<file path="src/rtl/gfx_frame_ctrl_pkg.sv">
// Shared register map, bit positions and commit-state encoding for the
// gfxdemo frame controller.
package gfx_frame_ctrl_pkg;

  localparam logic [7:0] REG_CTRL      = 8'h00;
  localparam logic [7:0] REG_SCROLL    = 8'h04;
  localparam logic [7:0] REG_COLOR     = 8'h08;
  localparam logic [7:0] REG_STATUS    = 8'h0C;
  localparam logic [7:0] REG_FRAME_CNT = 8'h10;
  localparam logic [7:0] REG_COMMIT    = 8'h14;

  localparam int CTRL_ENABLE   = 0;
  localparam int CTRL_MODE_LSB = 1;
  localparam int CTRL_IRQ_EN   = 8;
  localparam int STATUS_IRQ    = 0;
  localparam int STATUS_UPD    = 1;

  typedef enum logic {
    ST_IDLE    = 1'b0,
    ST_PENDING = 1'b1
  } commit_state_t;

  // Replace only the byte lanes enabled by sel.
  function automatic logic [31:0] byte_merge(input logic [31:0] old_val,
                                             input logic [31:0] new_val,
                                             input logic [3:0]  lane_sel);
    logic [31:0] res;
    res = old_val;
    for (int b = 0; b < 4; b++)
      if (lane_sel[b]) res[b*8 +: 8] = new_val[b*8 +: 8];
    return res;
  endfunction

endpackage

</file>
<file path="src/rtl/gfx_wb_regslave.sv">
// Wishbone slave front end: 256-byte window decode, single-cycle ack, registered
// read mux; hands accepted writes to the owner as a one-cycle strobe.
module gfx_wb_regslave
  import gfx_frame_ctrl_pkg::*;
#(
  parameter logic [31:0] BASE_ADDR = 32'h3000_0000
) (
  input  logic        clk,
  input  logic        rst,
  input  logic [31:0] adr,
  input  logic [31:0] dat_w,
  input  logic [3:0]  sel,
  input  logic        cyc,
  input  logic        stb,
  input  logic        we,
  output logic        ack,
  output logic [31:0] dat_r,
  output logic        wr,
  output logic [7:0]  off,
  output logic [31:0] wdat,
  output logic [3:0]  wsel,
  input  logic [31:0] ctrl_val,
  input  logic [31:0] scroll_val,
  input  logic [31:0] color_val,
  input  logic [31:0] status_val,
  input  logic [31:0] cnt_val
);

  logic        hit;
  logic        accept;
  logic [31:0] rd_mux;

  assign hit    = (adr[31:8] == BASE_ADDR[31:8]);
  // Gating on !ack keeps a held strobe from being acked twice in a row.
  assign accept = cyc & stb & hit & ~ack;
  assign wr     = accept & we;
  assign off    = adr[7:0];
  assign wdat   = dat_w;
  assign wsel   = sel;

  always_comb begin
    rd_mux = 32'h0;
    case (adr[7:0])
      REG_CTRL:      rd_mux = ctrl_val;
      REG_SCROLL:    rd_mux = scroll_val;
      REG_COLOR:     rd_mux = color_val;
      REG_STATUS:    rd_mux = status_val;
      REG_FRAME_CNT: rd_mux = cnt_val;
      default:       rd_mux = 32'h0;
    endcase
  end

  always_ff @(posedge clk or posedge rst) begin
    if (rst) begin
      ack   <= 1'b0;
      dat_r <= 32'h0;
    end else begin
      ack   <= accept;
      dat_r <= (accept & ~we) ? rd_mux : 32'h0;
    end
  end

endmodule

</file>
<file path="src/rtl/gfx_frame_ctrl.sv">
// Frame controller: CPU-written shadow registers committed to the video
// pipeline at frame_start, frame counter and vblank interrupt.
module gfx_frame_ctrl
  import gfx_frame_ctrl_pkg::*;
#(
  parameter logic [31:0] BASE_ADDR = 32'h3000_0000,
  parameter int          SCROLL_W  = 10
) (
  input  logic                clk,
  input  logic                reset,
  input  logic [31:0]         wb__adr,
  input  logic [31:0]         wb__dat_w,
  output logic [31:0]         wb__dat_r,
  input  logic [3:0]          sel,
  input  logic                wb__cyc,
  input  logic                wb__stb,
  input  logic                wb__we,
  output logic                wb__ack,
  input  logic                frame_start,
  output logic                enable,
  output logic [1:0]          mode,
  output logic [SCROLL_W-1:0] scroll_x,
  output logic [SCROLL_W-1:0] scroll_y,
  output logic [23:0]         color,
  output logic                irq
);

  localparam logic [31:0] SCROLL_FIELD = (32'd1 << SCROLL_W) - 32'd1;
  localparam logic [31:0] SCROLL_MASK  = SCROLL_FIELD | (SCROLL_FIELD << 16);
  localparam logic [31:0] CTRL_MASK    = 32'h0000_0107;
  localparam logic [31:0] COLOR_MASK   = 32'h00FF_FFFF;

  logic          wr;
  logic [7:0]    off;
  logic [31:0]   wdat;
  logic [3:0]    wsel;
  logic [31:0]   sh_ctrl, sh_scroll, sh_color;
  logic          irq_pending;
  logic [15:0]   frame_cnt;
  commit_state_t state;
  logic          commit_wr, w1c_irq;
  logic [31:0]   status_val;

  gfx_wb_regslave #(.BASE_ADDR(BASE_ADDR)) u_regslave (
    .clk        (clk),
    .rst        (reset),
    .adr        (wb__adr),
    .dat_w      (wb__dat_w),
    .sel        (sel),
    .cyc        (wb__cyc),
    .stb        (wb__stb),
    .we         (wb__we),
    .ack        (wb__ack),
    .dat_r      (wb__dat_r),
    .wr         (wr),
    .off        (off),
    .wdat       (wdat),
    .wsel       (wsel),
    .ctrl_val   (sh_ctrl),
    .scroll_val (sh_scroll),
    .color_val  (sh_color),
    .status_val (status_val),
    .cnt_val    ({16'h0, frame_cnt})
  );

  assign commit_wr  = wr && (off == REG_COMMIT);
  assign w1c_irq    = wr && (off == REG_STATUS) && wsel[0] && wdat[STATUS_IRQ];
  assign status_val = {30'h0, state == ST_PENDING, irq_pending};
  assign irq        = irq_pending & sh_ctrl[CTRL_IRQ_EN];

  // Shadows hold full 32-bit images with unimplemented bits forced to zero.
  always_ff @(posedge clk or posedge reset) begin
    if (reset) begin
      sh_ctrl     <= 32'h0;
      sh_scroll   <= 32'h0;
      sh_color    <= 32'h0;
      irq_pending <= 1'b0;
      frame_cnt   <= 16'h0;
    end else begin
      if (wr && off == REG_CTRL)   sh_ctrl   <= byte_merge(sh_ctrl, wdat, wsel) & CTRL_MASK;
      if (wr && off == REG_SCROLL) sh_scroll <= byte_merge(sh_scroll, wdat, wsel) & SCROLL_MASK;
      if (wr && off == REG_COLOR)  sh_color  <= byte_merge(sh_color, wdat, wsel) & COLOR_MASK;
      if (frame_start)             irq_pending <= 1'b1;
      else if (w1c_irq)            irq_pending <= 1'b0;
      frame_cnt <= frame_cnt + {15'h0, frame_start};
    end
  end

  // Active outputs load from the pre-edge shadows, so a same-edge write misses this frame.
  always_ff @(posedge clk or posedge reset) begin
    if (reset) begin
      state    <= ST_IDLE;
      enable   <= 1'b0;
      mode     <= 2'b00;
      scroll_x <= '0;
      scroll_y <= '0;
      color    <= 24'h0;
    end else begin
      case (state)
        ST_IDLE: if (commit_wr) state <= ST_PENDING;
        ST_PENDING: begin
          if (frame_start) begin
            enable   <= sh_ctrl[CTRL_ENABLE];
            mode     <= sh_ctrl[CTRL_MODE_LSB +: 2];
            scroll_x <= sh_scroll[SCROLL_W-1:0];
            scroll_y <= sh_scroll[16 +: SCROLL_W];
            color    <= sh_color[23:0];
            if (!commit_wr) state <= ST_IDLE;
          end
        end
        default: state <= ST_IDLE;
      endcase
    end
  end

endmodule

</file>
<file path="config.mk">
export PLATFORM = sky130hd
export DESIGN_NAME = gfx_frame_ctrl
export DESIGN_NICKNAME = d
export VERILOG_FILES = /design/src/rtl/gfx_frame_ctrl_pkg.sv /design/src/rtl/gfx_wb_regslave.sv /design/src/rtl/gfx_frame_ctrl.sv
export SDC_FILE = /design/constraint.sdc
export NUM_CORES = 1
export LEC_CHECK = 0
export CAP_MARGIN = 5
export CORE_ASPECT_RATIO = 0.9
export CORE_MARGIN = 1.5
export CORE_UTILIZATION = 30
export DETAILED_ROUTE_END_ITERATION = 6
export DONT_BUFFER_PORTS = 1
export PLACE_DENSITY_LB_ADDON = 0.2
export RECOVER_POWER = 100
export SLEW_MARGIN = 25
export SYNTH_ARGS = -nofsm -noshare
export SYNTH_HDL_FRONTEND = slang
export SYNTH_SLANG_ARGS = --single-unit
</file>
<file path="constraint.sdc">
create_clock -name clk -period 11.2 [get_ports clk]
set_input_delay 2.24 -clock clk [delete_from_list [all_inputs] [get_ports clk]]
set_output_delay 2.24 -clock clk [all_outputs]
set_load 0.005 [all_outputs]
</file>
==> results of run 1 <==
-- per-stage QoR --
step	cells	utilization (%)	setup slack, ps	hold WS, ps	power, W
6_report	698	34.8	4720	498	0.00116
5_1_grt	698	34.8	3680	512	0.00120
4_1_cts	698	35.2	7040	493	0.00118
3_5_place_dp	666	32.0	6630	478	0.000584
3_3_place_gp	666	32.0	6670	474	0.000581
2_1_floorplan	429	-	5210	446	0.000572
-- Yosys cell counts, drive strengths merged (2+ instances only) --
| library cell | number | area, µm² |
|---|---|---|
| nor2b | 5 | 31.3 |
| inv | 5 | 18.8 |
| nand4 | 11 | 75.1 |
| a22oi | 22 | 165 |
| nor2 | 27 | 101 |
| nor4 | 8 | 62.6 |
| and4b | 2 | 20.0 |
| nand3 | 11 | 55.1 |
| xor2 | 5 | 43.8 |
| dfrtp | 140 | 3500 |
| mux2 | 97 | 1100 |
| a22o | 8 | 70.1 |
| nand2 | 9 | 33.8 |
| or4 | 3 | 26.3 |
| and2 | 5 | 31.3 |
| xnor2 | 9 | 78.8 |
| nor3 | 11 | 92.6 |
| buf | 7 | 56.3 |
| or3 | 4 | 35.0 |
| mux2i | 3 | 30.0 |
| ha | 2 | 25.0 |
| clkbuf | 13 | 48.8 |
| and3 | 5 | 31.3 |
-- power by group through the flow --
stage,Sequential (W),Clock [W],Combinational [W]
after CTS,0.000533,0.000602,0.0000416
final,0.000533,0.000583,0.0000394
after detailed placement,0.000543,0,0.0000415
after floorplan,0.000538,0,0.0000341
after global placement,0.000542,0,0.0000398
after global routing,0.000534,0.000624,0.0000460
-- cell type report --
class | count | area share, %
multi-input cells | 264 | 32.3
well taps | 250 | 4.71
repair buffers | 7 | 0.678
flip-flops and latches | 140 | 52.7
inverters | 5 | 0.301
clock buffers | 19 | 6.81
clock inverters | 13 | 2.45
-- logic make-up (layout without fill, tap and decap cells) --
logic type	count (synthesis)	in the layout
AOI/OAI and AO/OA	37	37
other	1	6
xor gates and xnor gates	14	14
adders and majority gates	2	2
muxes	100	100
and+or+nand+nor	105	105
buffers and inverters	25	44
DFF	140	140
-- routing by layer --
layer / vias up / wire, µm / GRT usage (%) / share of wire (%)
met5: - / 0 / 0 / 0
met4: 0 / 144 / 4.08 / 1.0
met3: 9 / 1230 / 5.99 / 8.7
met2: 107 / 6410 / 21.8 / 46
met1: 1798 / 6270 / 18.9 / 45
li1: 1562 / - / - / -
-- registers in the layout (all words and copies together) (netlist names) --
signal,cells
mode,2
sh_scroll,20
scroll_x,10
color,24
enable,1
state,1
irq_pending,1
scroll_y,10
sh_color,24
frame_cnt,16
u_regslave.dat_r,26
sh_ctrl,4
u_regslave.ack,1
-- worst reg2reg max path, cell delays in order (launching register included) --
cell and delay, ps:
dfrtp_1 390, nand2_1 60, clkbuf_1 2100, mux2_2 500
-- layout by cell type, fill, tap and decap left out, types with 8 or more instances in the layout --
master,instances
xnor2_1,9
nand4_1,11
nor3_1,11
mux2_2,95
nand3_1,11
nand2_1,9
a22o_1,8
nor2_1,27
clkbuf_16,17
dfrtp_1,140
a22oi_1,22
nor4_1,8
-- worst max-delay path by stage --
stage	end
global placement	sh_color[15]
finish	u_regslave.dat_r[13]
floorplan	color[0]
CTS	sh_color[10]
global route	u_regslave.dat_r[12]
detailed placement	sh_color[10]
==> flow_metrics.env, run 1 <==
export IMPL_cts_buffer_depth=2
export IMPL_required_ps=11210
export IMPL_critical_path_top_delay_family="buffers and inverters"
export IMPL_ys_ff_latch=140
export IMPL_clock_fmax_ghz=0.154
export IMPL_grt_start_max_net_pins=95
export IMPL_floorplan_io_pins=155
export IMPL_number_of_fill_cells=1853
export IMPL_routed_wirelength_um=14100
export IMPL_cts_hold_fix_buffers=0
export IMPL_setup_worst_path_end_class="async pin"
export IMPL_place_congestion=0.793
export IMPL_synth_edf_count=0
export IMPL_vdd_ir_drop_worst_mv=0.0945
export IMPL_synth_async_reset_ratio_pct=100
export IMPL_chipWidth_um=150
export IMPL_synth_main_ff_cell="dfrtp_1"
export IMPL_critical_path_cell_count=2
export IMPL_netlist_cell_type_count=43
export IMPL_max_slew_worst_pin_slew_ps=4100
export IMPL_synth_xor_xnor_area_share_pct=2.11
export IMPL_cts_tree="built"
export IMPL_worst_endpoint_arrival_ps=6490
export IMPL_largest_family_of_logic_cells_by_synthesized_area="multiplexers"
export IMPL_report_final_hold_viol_count=0
export IMPL_fp_dieH_um=135
export IMPL_drive_above_1_share_pct=30.6
export IMPL_finalInstanceArea_um2=6650
export IMPL_via_per_inst=4.98
export IMPL_r2r_worst_path_cells=3
export IMPL_design_core_area_um2=19100
export IMPL_setup_violations=0
export IMPL_numPortBuffers=0
export IMPL_regToRegSetupSlack_ps=8030
export IMPL_groute_usage_overall_pct=14.4
export IMPL_synthesis_instances=424
export IMPL_switch_share_pct=22.4
export IMPL_cts_htree_levels=4
export IMPL_cts_repair_resize_count=0
export IMPL_combPwrFrac_pct=3.4
export IMPL_tritoncts_num_sinks=140
export IMPL_min_period_ps=6480
export IMPL_route_antenna_remaining_nets=0
export IMPL_num_vias=3476
export IMPL_placed_cell_area_um2=6110
export IMPL_post_synth_fa_ha_maj_area_fraction_pct=0.430
export IMPL_max_cap_violations=7
export IMPL_initial_utilization_pct=30.5
export IMPL_critical_path_startpoint_type="input port"
export IMPL_dp_hpwl_um=9800
export IMPL_critPathMaxFanout=94
export IMPL_synth_mux_area_share_pct=19.4
export IMPL_synthToLayoutAreaGrowth_pct=14.1
export IMPL_synth_cell_area_um2=5820
export IMPL_synth_seq_area_share_pct=60.2
export IMPL_row_count=48
export IMPL_grt_setup_unrepaired="false"
export IMPL_sequential_cell_area_um2=3500
export IMPL_synth_compound_area_share_pct=4.90
export IMPL_regToRegEndpoint="scroll_y[2]"
export IMPL_crit_chain="clkinvlp_2, clkbuf_1"
export IMPL_critical_path_slowest_cell="clkinvlp_2"
export IMPL_root_buffer="clkbuf_16"
export IMPL_drt_initial_drc_count=154
export IMPL_worstSkewPairLatency_ps=420
export IMPL_p_leak_nw=3.09
export IMPL_run_status="complete, but fails checks"
export IMPL_power_share_clock_pct=50.5
export IMPL_share_of_the_cycle_needed_by_the_critical_path_after_routing_pct=57.8
export IMPL_cpPeakStageDelay_ps=2230
export IMPL_min_delay_start="frame_cnt[15]"
export IMPL_drtPass1Iterations=4
export IMPL_worst_hold_path_num_cells=1
export IMPL_hold_end="frame_cnt[15]"
export IMPL_worst_setup_path_startpoint="reset"
export IMPL_yosysWarnings=0
export IMPL_wire_per_inst_um=20.1
export IMPL_antenna_diode_count=0
export IMPL_count_of_pins_over_their_slew_limit=218
export IMPL_postSynthAreaPerCell_um2=13.7
export IMPL_finClkSkew_ps=8.82
export IMPL_synth_simple_area_share_pct=10.8
export IMPL_p_switching_w=0.000259
export IMPL_tritoncts_num_buffers=17
export IMPL_gr_total_overflow=0
export IMPL_failed_checks="capacitance limit, slew limit"
export IMPL_fin_setup_tns_ps=0
export IMPL_antenna_found_initial=0
export IMPL_cts_reportedPaths_clkPinSlew_ps=60
export IMPL_hp_class="reg -> reg"
export IMPL_cts_setup_buffers=0
export IMPL_p_per_area_nw_per_um2=174
export IMPL_finalNetCount=511
export IMPL_timing_setup_critical_path_class="in -> async"
export IMPL_drt_drc_violations_left=0
export IMPL_path_buf_inv=2
export IMPL_floorplan_die_area_um2=20300
export IMPL_grt_pass1_vias=3695
export IMPL_grt_first_pass_wirelength_um=21700
export IMPL_r2r_start="state"
export IMPL_multi_input_comb_area_um2=2150
export IMPL_headroom_to_the_max_slew_limit_pct=-175
export IMPL_internal_power_w=0.000897
export IMPL_sequentialPowerShare_pct=46.1
No activity file was read; power rests on OpenSTA's default activity.
==> inputs of run 2 (changes only) <==
Clock period 11.2 ns to 5.7 ns, I/O delays scaled along.
==> run 2 against run 1 <==
  * The flow still finishes with violations (capacitance limit, slew limit)
  * Via count up 0.78%
  * Clock power up 99%
  * Setup slack worse by 2700 ps
  * Flip-flop and latch count unchanged
  * Clock skew down 2.1 ps
  * Critical endpoint is now u_regslave.dat_r[2]
==> flow_metrics.env, run 2 (synthesis gave the netlist of run 1 again) <==
export IMPL_run_status="complete, but fails checks"
export IMPL_failed_checks="capacitance limit, slew limit"
export IMPL_min_delay_start="frame_cnt[6]"
export IMPL_worstSkewPairLatency_ps=420
export IMPL_layout_commonest_cell="dfrtp_1"
export IMPL_vdd_ir_drop_worst_mv=0.191
export IMPL_detailroute_wirelength_met3_um=1320
export IMPL_setup_worst_path_end_class="async pin"
export IMPL_min_period_ps=3670
export IMPL_place_congestion=0.779
export IMPL_cts_repair_resize_count=0
export IMPL_crit_chain="clkinvlp_2, buf_4"
export IMPL_antenna_diode_count=0
export IMPL_cts_htree_levels=4
export IMPL_sequentialPowerShare_pct=45.9
export IMPL_row_count=48
export IMPL_critical_path_top_delay_family="buffers and inverters"
export IMPL_drt_drc_violations_left=0
export IMPL_synthToLayoutAreaGrowth_pct=14.2
export IMPL_report_final_hold_viol_count=0
export IMPL_place_worst_setup_slack_ps=2210
export IMPL_grt_first_pass_wirelength_um=22100
export IMPL_grt_start_max_net_pins=83
export IMPL_wl_met2_um=6430
export IMPL_combPwrFrac_pct=3.4
export IMPL_worst_endpoint_arrival_ps=4130
export IMPL_post_layout_nonfiller_instances=698
export IMPL_cts_reportedPaths_clkPinSlew_ps=60
export IMPL_layout_common_cells="dfrtp_1 (140), mux2_2 (94), nor2_1 (27)"
export IMPL_regToRegSetupSlack_ps=2600
export IMPL_critical_path_startpoint_type="input port"
export IMPL_fp_dieH_um=135
export IMPL_met1Wirelength_um=6370
export IMPL_setup_violations=0
export IMPL_cts_hold_fix_buffers=0
export IMPL_fin_setup_tns_ps=0
export IMPL_headroom_to_the_max_slew_limit_pct=-145
export IMPL_highest_metal_layer_with_signal_wires="met4"
export IMPL_initial_utilization_pct=30.5
export IMPL_count_of_pins_over_their_slew_limit=158
export IMPL_required_ps=6160
export IMPL_top_regs="u_regslave.dat_r (26), color (24), sh_color (24)"
export IMPL_grt_pass1_vias=3703
export IMPL_design_power_total_w=0.00228
export IMPL_post_route_worst_setup_slack_ps=2030
export IMPL_floorplan_die_area_um2=20300
export IMPL_groute_usage_overall_pct=14.7
export IMPL_finClkSkew_ps=6.70
export IMPL_placed_cells_incl_taps=666
export IMPL_regToRegEndpoint="sh_color[3]"
export IMPL_cts_buffer_depth=2
export IMPL_r2r_worst_path_cells=4
export IMPL_timing_setup_critical_path_class="in -> async"
export IMPL_critical_path_slowest_cell="clkinvlp_2"
export IMPL_p_leak_nw=3.10
export IMPL_share_of_the_cycle_needed_by_the_critical_path_after_routing_pct=64.3
export IMPL_antenna_found_initial=0
export IMPL_dp_hpwl_um=9760
export IMPL_regMostFlops="u_regslave.dat_r"
export IMPL_clock_fmax_ghz=0.273
export IMPL_hp_class="reg -> reg"
export IMPL_cpPeakStageDelay_ps=2010
export IMPL_hold_end="frame_cnt[6]"
export IMPL_finalHoldWorstSlack_ps=498
export IMPL_worst_hold_path_num_cells=1
export IMPL_drive_above_1_share_pct=30.6
export IMPL_numPortBuffers=0
export IMPL_floorplan_io_pins=155
export IMPL_power_share_clock_pct=50.7
export IMPL_chipWidth_um=150
export IMPL_p_per_area_nw_per_um2=343
export IMPL_drtPass1Iterations=4
export IMPL_num_vias=3503
export IMPL_number_of_fill_cells=1837
export IMPL_drt_initial_drc_count=184
export IMPL_root_buffer="clkbuf_16"
export IMPL_routed_wirelength_um=14200
export IMPL_route_antenna_remaining_nets=0
export IMPL_internal_power_w=0.00175
export IMPL_grt_setup_unrepaired="false"
export IMPL_wire_per_inst_um=20.4
export IMPL_max_cap_violations=6
export IMPL_finalNetCount=511
export IMPL_critPathMaxFanout=82
export IMPL_via_per_inst=5.02
export IMPL_max_slew_worst_pin_slew_ps=3660
export IMPL_tritoncts_num_sinks=140
export IMPL_switch_share_pct=23.4
export IMPL_largest_register_ff_count=26
export IMPL_path_buf_inv=2
export IMPL_r2r_start="u_regslave.ack"
export IMPL_p_switching_w=0.000533
export IMPL_cts_tree="built"
export IMPL_cts_setup_buffers=0
export IMPL_design_core_area_um2=19100
export IMPL_gr_total_overflow=0
export IMPL_tritoncts_num_buffers=17
[run 2: area by class of cell]
class / instances / area, µm² / share of cell area (%)
clock buffers: 18 / 429 / 6.45
clock inverters: 14 / 184 / 2.77
inverters: 5 / 20.0 / 0.301
multi-input cells: 264 / 2150 / 32.4
flip-flops and latches: 140 / 3500 / 52.7
well taps: 250 / 313 / 4.70
repair buffers: 7 / 48.8 / 0.734
[run 2: power groups by stage]
stage / Sequential (W) / Clock (W) / Combinational, W
2_1_floorplan: 0.00106 / 0 / 0.0000671
3_3_place_gp: 0.00106 / 0 / 0.0000783
3_5_place_dp: 0.00107 / 0 / 0.0000805
4_1_cts: 0.00105 / 0.00119 / 0.0000805
5_1_grt: 0.00105 / 0.00123 / 0.0000905
6_report: 0.00105 / 0.00116 / 0.0000771
[run 2: worst max-delay path by stage]
| stage | end | start | slack [ps] | depth (start not counted) |
|---|---|---|---|---|
| 2_1_floorplan | color[0] | reset | 810 | 1 |
| 3_3_place_gp | sh_color[15] | wb__adr[1] | 2250 | 4 |
| 3_5_place_dp | sh_color[11] | wb__adr[1] | 2210 | 4 |
| 4_1_cts | sh_color[11] | wb__adr[1] | 2650 | 4 |
| 5_1_grt | scroll_x[2] | reset | 1400 | 2 |
| 6_report | u_regslave.dat_r[2] | reset | 2030 | 2 |
[run 2: metrics by stage]
stage	utilization (%)	instance area [µm²]
floorplan	-	5840
global placement	32.0	6110
detailed placement	32.0	6110
CTS	35.2	6720
global route	34.8	6650
finish	34.8	6650
[run 2: metal layers]
metal / vias to the layer above / global-route usage [%]
met1: 1814 / 19.4
met2: 111 / 21.7
met5: - / 0
li1: 1568 / -
met4: 0 / 3.92
met3: 10 / 6.90
